`config.mk`:
```
export PLATFORM = sky130hd
export DESIGN_NAME = rca_att_prog_ctrl
export DESIGN_NICKNAME = d
export VERILOG_FILES = /design/src/rtl/rca_att_prog_ctrl_pkg.sv /design/src/rtl/rca_att_victim_sel.sv /design/src/rtl/rca_att_prog_ctrl.sv
export SDC_FILE = /design/constraint.sdc
export NUM_CORES = 1
export LEC_CHECK = 0
export CAP_MARGIN = 20
export CORE_MARGIN = 3
export CORE_UTILIZATION = 54
export DETAILED_ROUTE_END_ITERATION = 10
export GPL_ROUTABILITY_DRIVEN = 0
export PLACE_DENSITY = 0.8
export SETUP_SLACK_MARGIN = 0.15
export SLEW_MARGIN = 15
export SYNTH_ARGS = -nofsm -noshare
export SYNTH_HDL_FRONTEND = slang
export SYNTH_SLANG_ARGS = --single-unit
```
`constraint.sdc`:
```
create_clock -name clk_i -period 2.5 [get_ports clk_i]
set_input_delay 0.5 -clock clk_i [delete_from_list [all_inputs] [get_ports clk_i]]
set_output_delay 0.5 -clock clk_i [all_outputs]
set_load 0.02 [all_outputs]
```
`src/rtl/rca_att_prog_ctrl_pkg.sv`:
```
// ---------------------------------------------------------------------------
// rca_att_prog_ctrl_pkg
//
// Shared types for the Accelerator Trigger Table programming controller:
//   att_field_t        - ATT field selector driven on the field-write port
//   att_prog_op_t      - CPU request opcode (program / invalidate)
//   att_prog_status_t  - completion status reported with the done pulse
//   att_grant_t        - round-robin arbitration memory
//   att_prog_state_t   - controller sequencing states
//   att_wr_t           - packed bundle of one ATT field write, sized for the
//                        default configuration (ATT_NUM_RCAS / ATT_XLEN)
// ---------------------------------------------------------------------------
package rca_att_prog_ctrl_pkg;

  localparam int unsigned ATT_NUM_RCAS = 4;
  localparam int unsigned ATT_XLEN     = 32;
  localparam int unsigned ATT_SLOT_W   = $clog2(ATT_NUM_RCAS);

  typedef enum logic [1:0] {
    FIELD_SBB_ADDR        = 2'd0,
    FIELD_LOOP_START_ADDR = 2'd1,
    FIELD_VALID           = 2'd2
  } att_field_t;

  typedef enum logic {
    OP_PROGRAM    = 1'b0,
    OP_INVALIDATE = 1'b1
  } att_prog_op_t;

  typedef enum logic [1:0] {
    STATUS_OK        = 2'd0,
    STATUS_DUPLICATE = 2'd1,
    STATUS_NO_SLOT   = 2'd2
  } att_prog_status_t;

  typedef enum logic {
    GRANT_PROF = 1'b0,
    GRANT_CPU  = 1'b1
  } att_grant_t;

  typedef enum logic [2:0] {
    ST_IDLE       = 3'd0,
    ST_WAIT_QUIET = 3'd1,
    ST_INVAL      = 3'd2,
    ST_WR_SBB     = 3'd3,
    ST_WR_LOOP    = 3'd4,
    ST_VALIDATE   = 3'd5
  } att_prog_state_t;

  typedef struct packed {
    logic                  en;
    logic [ATT_SLOT_W-1:0] rca_addr;
    att_field_t            field_id;
    logic [ATT_XLEN-1:0]   value;
  } att_wr_t;

endpackage

```
`src/rtl/rca_att_victim_sel.sv`:
```
// ---------------------------------------------------------------------------
// rca_att_victim_sel
//
// Combinational slot chooser for profiler-driven trigger installs.
//   valid_i : per-slot ATT valid shadow
//   lock_i  : per-slot CPU ownership
//   ptr_i   : round-robin victim pointer
//   slot_o  : chosen slot
//   found_o : a usable slot exists (0 when every slot is locked)
// ---------------------------------------------------------------------------
module rca_att_victim_sel #(
  parameter int unsigned NUM_RCAS = 4
) (
  input  logic [NUM_RCAS-1:0]         valid_i,
  input  logic [NUM_RCAS-1:0]         lock_i,
  input  logic [$clog2(NUM_RCAS)-1:0] ptr_i,
  output logic [$clog2(NUM_RCAS)-1:0] slot_o,
  output logic                        found_o
);

  localparam int unsigned SLOT_W = $clog2(NUM_RCAS);

  logic [NUM_RCAS-1:0] free_mask;
  logic [SLOT_W-1:0]   scan_idx;

  // A slot that is neither valid nor locked costs nothing to take, so those
  // win first, lowest index preferred (the downward loop leaves the lowest
  // hit as the final assignment). Only when no free slot exists do we evict:
  // scan upward from the victim pointer with wrap and take the first slot the
  // CPU has not locked. The pointer add wraps naturally because NUM_RCAS is
  // a power of two.
  always_comb begin
    free_mask = ~valid_i & ~lock_i;
    slot_o    = '0;
    found_o   = 1'b0;
    scan_idx  = '0;
    for (int i = int'(NUM_RCAS) - 1; i >= 0; i--) begin
      if (free_mask[i]) begin
        slot_o  = SLOT_W'(i);
        found_o = 1'b1;
      end
    end
    if (!found_o) begin
      for (int k = int'(NUM_RCAS) - 1; k >= 0; k--) begin
        scan_idx = ptr_i + SLOT_W'(k);
        if (!lock_i[scan_idx]) begin
          slot_o  = scan_idx;
          found_o = 1'b1;
        end
      end
    end
  end

endmodule

```
`src/rtl/rca_att_prog_ctrl.sv`:
```
// ---------------------------------------------------------------------------
// rca_att_prog_ctrl
//
// Arbitrates trigger installs from the hardware profiler against explicit
// program/invalidate requests from the CPU, allocates an RCA slot and drives
// the ATT field-write port in the order invalidate, sbb_addr,
// loop_start_addr, validate.
//
// Ports:
//   clk_i, rst_ni                 clock, asynchronous active-low reset
//   prof_req_valid_i/_ready_o     profiler trigger proposal handshake
//   prof_loop_start_i, prof_sbb_addr_i
//   cpu_req_valid_i/_ready_o      CPU request handshake
//   cpu_op_i                      0 = PROGRAM, 1 = INVALIDATE
//   cpu_slot_i, cpu_loop_start_i, cpu_sbb_addr_i
//   att_busy_i                    ATT mid-injection
//   rca_busy_i                    per-slot accelerator executing
//   att_wr_en_o, att_wr_rca_addr_o, att_wr_field_id_o, att_wr_value_o
//                                 registered ATT field write
//   slot_valid_o, slot_locked_o   valid shadow / CPU ownership per slot
//   done_o, done_slot_o, done_status_o
//                                 one-cycle completion report
// ---------------------------------------------------------------------------
module rca_att_prog_ctrl
  import rca_att_prog_ctrl_pkg::*;
#(
  parameter int unsigned NUM_RCAS = ATT_NUM_RCAS,
  parameter int unsigned XLEN     = ATT_XLEN
) (
  input  logic                        clk_i,
  input  logic                        rst_ni,
  input  logic                        prof_req_valid_i,
  output logic                        prof_req_ready_o,
  input  logic [XLEN-1:0]             prof_loop_start_i,
  input  logic [XLEN-1:0]             prof_sbb_addr_i,
  input  logic                        cpu_req_valid_i,
  output logic                        cpu_req_ready_o,
  input  logic                        cpu_op_i,
  input  logic [$clog2(NUM_RCAS)-1:0] cpu_slot_i,
  input  logic [XLEN-1:0]             cpu_loop_start_i,
  input  logic [XLEN-1:0]             cpu_sbb_addr_i,
  input  logic                        att_busy_i,
  input  logic [NUM_RCAS-1:0]         rca_busy_i,
  output logic                        att_wr_en_o,
  output logic [$clog2(NUM_RCAS)-1:0] att_wr_rca_addr_o,
  output logic [1:0]                  att_wr_field_id_o,
  output logic [XLEN-1:0]             att_wr_value_o,
  output logic [NUM_RCAS-1:0]         slot_valid_o,
  output logic [NUM_RCAS-1:0]         slot_locked_o,
  output logic                        done_o,
  output logic [$clog2(NUM_RCAS)-1:0] done_slot_o,
  output logic [1:0]                  done_status_o
);

  localparam int unsigned SLOT_W = $clog2(NUM_RCAS);

  att_prog_state_t  state_q;
  att_grant_t       last_grant_q;
  att_prog_op_t     op_q;
  logic [SLOT_W-1:0] slot_q;
  logic [SLOT_W-1:0] victim_q;
  logic [XLEN-1:0]  loop_q;
  logic [XLEN-1:0]  sbb_q;
  logic [NUM_RCAS-1:0] slot_valid_q;
  logic [NUM_RCAS-1:0] slot_locked_q;
  logic [XLEN-1:0]  shadow_loop_q [NUM_RCAS];

  logic              wr_en_q;
  logic [SLOT_W-1:0] wr_addr_q;
  att_field_t        wr_field_q;
  logic [XLEN-1:0]   wr_value_q;
  logic              done_q;
  logic [SLOT_W-1:0] done_slot_q;
  att_prog_status_t  done_status_q;

  logic              is_idle;
  logic              cpu_accept;
  logic              prof_accept;
  logic              dup_hit;
  logic [SLOT_W-1:0] dup_slot;
  logic [SLOT_W-1:0] sel_slot;
  logic              sel_found;

  // Two-way round robin: on a tie the requester that did not win last time
  // gets the grant; a lone requester always wins. Grants only happen in IDLE
  // so a sequence in flight is never disturbed.
  assign is_idle     = (state_q == ST_IDLE);
  assign cpu_accept  = is_idle & cpu_req_valid_i &
                       (~prof_req_valid_i | (last_grant_q == GRANT_PROF));
  assign prof_accept = is_idle & prof_req_valid_i &
                       (~cpu_req_valid_i | (last_grant_q == GRANT_CPU));

  // The profiler tends to re-propose loops it already installed. Compare the
  // proposal against the loop shadow of every valid slot; the lowest matching
  // slot is reported back as the duplicate.
  always_comb begin
    dup_hit  = 1'b0;
    dup_slot = '0;
    for (int i = int'(NUM_RCAS) - 1; i >= 0; i--) begin
      if (slot_valid_q[i] && (shadow_loop_q[i] == prof_loop_start_i)) begin
        dup_hit  = 1'b1;
        dup_slot = SLOT_W'(i);
      end
    end
  end

  rca_att_victim_sel #(
    .NUM_RCAS (NUM_RCAS)
  ) u_victim_sel (
    .valid_i (slot_valid_q),
    .lock_i  (slot_locked_q),
    .ptr_i   (victim_q),
    .slot_o  (sel_slot),
    .found_o (sel_found)
  );

  // Main sequencer. Outputs are registered, so the state register always
  // names the write currently visible on the ATT port: entering INVAL puts
  // the VALID=0 write on the port, entering VALIDATE puts VALID=1 plus the
  // done pulse on it. The entry is invalidated before any field changes, so
  // once we leave WAIT_QUIET a late att_busy/rca_busy cannot hurt and is not
  // looked at. Profiler requests that need no writes (duplicate, no slot)
  // finish straight from IDLE with a done pulse in the following cycle.
  always_ff @(posedge clk_i or negedge rst_ni) begin
    if (!rst_ni) begin
      state_q       <= ST_IDLE;
      last_grant_q  <= GRANT_PROF;
      op_q          <= OP_PROGRAM;
      slot_q        <= '0;
      victim_q      <= '0;
      loop_q        <= '0;
      sbb_q         <= '0;
      slot_valid_q  <= '0;
      slot_locked_q <= '0;
      for (int i = 0; i < int'(NUM_RCAS); i++) begin
        shadow_loop_q[i] <= '0;
      end
      wr_en_q       <= 1'b0;
      wr_addr_q     <= '0;
      wr_field_q    <= FIELD_SBB_ADDR;
      wr_value_q    <= '0;
      done_q        <= 1'b0;
      done_slot_q   <= '0;
      done_status_q <= STATUS_OK;
    end else begin
      wr_en_q       <= 1'b0;
      wr_addr_q     <= '0;
      wr_field_q    <= FIELD_SBB_ADDR;
      wr_value_q    <= '0;
      done_q        <= 1'b0;
      done_slot_q   <= '0;
      done_status_q <= STATUS_OK;

      case (state_q)
        ST_IDLE: begin
          if (cpu_accept) begin
            last_grant_q <= GRANT_CPU;
            op_q         <= att_prog_op_t'(cpu_op_i);
            slot_q       <= cpu_slot_i;
            loop_q       <= cpu_loop_start_i;
            sbb_q        <= cpu_sbb_addr_i;
            if (att_prog_op_t'(cpu_op_i) == OP_PROGRAM) begin
              slot_locked_q[cpu_slot_i] <= 1'b1;
            end
            state_q <= ST_WAIT_QUIET;
          end else if (prof_accept) begin
            last_grant_q <= GRANT_PROF;
            op_q         <= OP_PROGRAM;
            loop_q       <= prof_loop_start_i;
            sbb_q        <= prof_sbb_addr_i;
            if (dup_hit) begin
              done_q        <= 1'b1;
              done_slot_q   <= dup_slot;
              done_status_q <= STATUS_DUPLICATE;
            end else if (!sel_found) begin
              done_q        <= 1'b1;
              done_slot_q   <= '0;
              done_status_q <= STATUS_NO_SLOT;
            end else begin
              slot_q <= sel_slot;
              if (slot_valid_q[sel_slot]) begin
                victim_q <= sel_slot + SLOT_W'(1);
              end
              state_q <= ST_WAIT_QUIET;
            end
          end
        end

        ST_WAIT_QUIET: begin
          if (!att_busy_i && !rca_busy_i[slot_q]) begin
            wr_en_q              <= 1'b1;
            wr_addr_q            <= slot_q;
            wr_field_q           <= FIELD_VALID;
            wr_value_q           <= '0;
            slot_valid_q[slot_q] <= 1'b0;
            if (op_q == OP_INVALIDATE) begin
              slot_locked_q[slot_q] <= 1'b0;
              done_q                <= 1'b1;
              done_slot_q           <= slot_q;
              done_status_q         <= STATUS_OK;
            end
            state_q <= ST_INVAL;
          end
        end

        ST_INVAL: begin
          if (op_q == OP_INVALIDATE) begin
            state_q <= ST_IDLE;
          end else begin
            wr_en_q    <= 1'b1;
            wr_addr_q  <= slot_q;
            wr_field_q <= FIELD_SBB_ADDR;
            wr_value_q <= sbb_q;
            state_q    <= ST_WR_SBB;
          end
        end

        ST_WR_SBB: begin
          wr_en_q    <= 1'b1;
          wr_addr_q  <= slot_q;
          wr_field_q <= FIELD_LOOP_START_ADDR;
          wr_value_q <= loop_q;
          state_q    <= ST_WR_LOOP;
        end

        ST_WR_LOOP: begin
          wr_en_q               <= 1'b1;
          wr_addr_q             <= slot_q;
          wr_field_q            <= FIELD_VALID;
          wr_value_q            <= XLEN'(1);
          slot_valid_q[slot_q]  <= 1'b1;
          shadow_loop_q[slot_q] <= loop_q;
          done_q                <= 1'b1;
          done_slot_q           <= slot_q;
          done_status_q         <= STATUS_OK;
          state_q               <= ST_VALIDATE;
        end

        ST_VALIDATE: begin
          state_q <= ST_IDLE;
        end

        default: begin
          state_q <= ST_IDLE;
        end
      endcase
    end
  end

  assign cpu_req_ready_o   = cpu_accept;
  assign prof_req_ready_o  = prof_accept;
  assign att_wr_en_o       = wr_en_q;
  assign att_wr_rca_addr_o = wr_addr_q;
  assign att_wr_field_id_o = wr_field_q;
  assign att_wr_value_o    = wr_value_q;
  assign slot_valid_o      = slot_valid_q;
  assign slot_locked_o     = slot_locked_q;
  assign done_o            = done_q;
  assign done_slot_o       = done_slot_q;
  assign done_status_o     = done_status_q;

endmodule

```
==> metrics.yaml <==
fin_tns_setup_ps: 0
wl_met2_um: 16920
period_share_pct: 92.89
synth_edf_count: 0
dp.cells: 1555
critPathArrivalTime_ps: 2750
r2r_slack_ps: 300
reg2reg_depth: 7
status: "completed"
core_um2: 21290
grt_antenna_before_repair: 1
ys_seq_area_share_pct: 52.95
wl_per_cell_um: 22.91
fill_cells: 1393
clk_path_buf_depth: 3
period_minus_slack_ps: 2322
ys.flop_type: "dfrtp_1"
ant_nets: 0
p_per_area_nw_per_um2: 1155
start_util_pct: 55.72
cts-root-buf: "clkbuf_16"
grt_pass1_wl_um: 55830
drtIter0Drc: 869
cellLeakagePower_nw: 7.186
finalNonFillerCells: 1604
netlist_area_um2: 11860
layout_common_cells: "dfrtp_1, clkdlybuf4s50_1, nand2_1"
synth_nets: 1208
dp_hpwl_um: 26430
power_frac_comb_pct: 37.0
post_cts_buffers: 0
numPortBuffers: 191
die_h_um: 154.2
area_growth_pct: 32.48
cts.htree.levels: 1
critPathMaxFanout: 5
r2r-end: "done_status_o[1]"
switchingPower_w: 0.006798
async_flop_share_pct: 100.0
synth.distinct_cells: 53
syn_inst: 1068
rsz0062_at_grt: "false"
path_clk_slew_ps: 60
wl_met1_um: 14560
synth.avg_cell_area_um2: 11.11
final_common_cell: "dfrtp_1"
io_pins: 192
hold-path-endpoint: "loop_q[1]"
min_path_type: "in -> reg"
p_int_w: 0.01135
diodes: 0
fin_nets: 1449
clkPwrFrac_pct: 22.9
hold_viol_final: 0
dr.pass1.iters: 7
crit_required_ps: 2930
synth-seq-cells: 251
regToRegStartpoint: "shadow_loop_q[57]"
cp-end-kind: "register"
crit_type: "in -> reg"
ys.warnings.count: 0
cts_tree: "built"
switching_share_pct: 37.46
track_usage_pct: 30.01
grt_pass1_vias: 9753
drv_slew: 0
viasPerCell: 6.065
hold_start: "prof_loop_start_i[1]"
num_rows: 53
synth_top_area_cell: "dfrtp_1"
grt_overflow_total: 0
top_layer_used: "met5"
peakVddDrop_v: 0.0007333
worst_pin_slew_ps: 658.9
clk-insertion-delay-late_ps: 540
clock_sinks: 251
num_vias: 9728
maxSlewHeadroom_pct: 56.07
drive_gt1_share_pct: 23.40
grt_start_max_net_pins: 69
cts_buffers: 26
met3_length_um: 3408
hold_path_depth: 3
fmax_ghz: 0.4306
drc_errors: 0
drt_wl_total_um: 36740
die_x_um: 154.2
synth.area.top_cells: "dfrtp_1, mux2_2, nand2_1, xnor2_1, xor2_1"
synth_top_area_share_pct: 52.95
seq_power_share_pct: 40.1
drv_cap: 0
final-setup-viol-count: 0
dieArea_um2: 23780
worstSetupStartpointType: "primary input"
fin_skew_ps: 12.89
worst max-delay path by stage:
| stage | start | endpoint | slack (ps) | depth (start not counted) |
|---|---|---|---|---|
| finish | prof_loop_start_i[10] | victim_q[0] | 180 | 8 |
| global route | prof_loop_start_i[2] | done_o | 70 | 9 |
| CTS | state_q[1] | cpu_req_ready_o | 100 | 5 |
| detailed placement | prof_loop_start_i[27] | slot_q[0] | -380 | 9 |
| global placement | prof_loop_start_i[5] | done_status_o[1] | -300 | 9 |
| floorplan | prof_loop_start_i[19] | done_status_o[1] | 340 | 8 |
what timing repair did:
action | 4_1_cts | 5_1_grt
hold buffers | 1 | 0
gates resized for setup | 2 | 29
setup endpoints to repair | 2 | 10
endpoints found under the hold margin | 58 | 0
power groups by stage:
stage	Sequential, W	Combinational, W	Clock [W]
after floorplan	0.00690	0.00368	0
after global placement	0.00714	0.00631	0
after detailed placement	0.00724	0.00651	0
after CTS	0.00719	0.00656	0.00419
after global routing	0.00744	0.00719	0.00434
final	0.00728	0.00672	0.00415
critical path: stages:
cell and delay, ps:
clkdlybuf4s50_1 630, xor2_1 400, nor4_2 110, nand4_1 120
nor4_1 70, a311o_2 340, or2_1 300, a211oi_1 280
synthesized netlist by cell type (3+ instances only):
cell type,count
o21ai_0,16
buf_1,3
nor3_1,9
o31ai_1,4
nor2b_1,3
dfrtp_1,251
nand3_1,11
buf_2,43
nand4_1,26
clkbuf_1,32
or3_1,3
nand2_1,159
a31oi_1,33
nor4b_1,3
mux2_2,128
a21oi_1,10
nor4_1,32
xor2_1,63
nor2_1,51
a22oi_1,33
xnor2_1,63
a22o_1,31
inv_1,9
a211oi_1,3
nand2b_1,8
nand4b_1,6
through the flow:
step           worst slack [ps]  cell area, um^2  total power [W]  utilization, %  hold slack (ps)
6_report                  177.6            15710          0.01815           73.82            378.4
3_3_place_gp             -301.6            14630          0.01345           68.72            467.4
5_1_grt                   67.08            15710          0.01897           73.82            407.2
2_1_floorplan             341.3            11860          0.01059               -            204.4
3_5_place_dp             -378.3            14630          0.01375           68.72            482.5
4_1_cts                   95.83            15570          0.01794           73.17            499.2
per-layer routing:
| metal | global-route usage (%) | up-vias |
|---|---|---|
| li1 | - | 4229 |
| met1 | 41.14 | 4790 |
| met2 | 47.38 | 563 |
| met3 | 5.344 | 144 |
| met4 | 13.20 | 2 |
| met5 | 0 | - |
cell families (layout without fill, tap and decap cells):
logic type | count (synthesis) | in the layout | synth area share, %
simple gates | 328 | 328 | 13.16
flops | 251 | 251 | 52.95
compound gates | 142 | 142 | 8.534
mux | 129 | 129 | 12.34
xor+xnor | 128 | 128 | 9.578
buf+inv | 90 | 351 | 3.428
state kept, by name, indices dropped and copies added (netlist names), named ones only:
signal	count
state_q	3
shadow_loop_q	128
op_q	1
att_wr_rca_addr_o	2
att_wr_field_id_o	2
done_o	1
sbb_q	32
loop_q	32
victim_q	2
att_wr_value_o	32
att_wr_en_o	1
done_status_o	2
last_grant_q	1
slot_locked_o	4
slot_q	2
done_slot_o	2
cell type report:
class / instances / area (um^2) / area share (%)
clock buffers: 41 / 828.3 / 5.271
inverters: 10 / 37.54 / 0.2389
flip-flops and latches: 251 / 6281 / 39.97
multi-input cells: 727 / 5328 / 33.90
clock inverters: 7 / 110.1 / 0.7007
well taps: 275 / 344.1 / 2.190
repair buffers: 293 / 2785 / 17.72
Note: power is estimated with default switching activity, not from simulation.
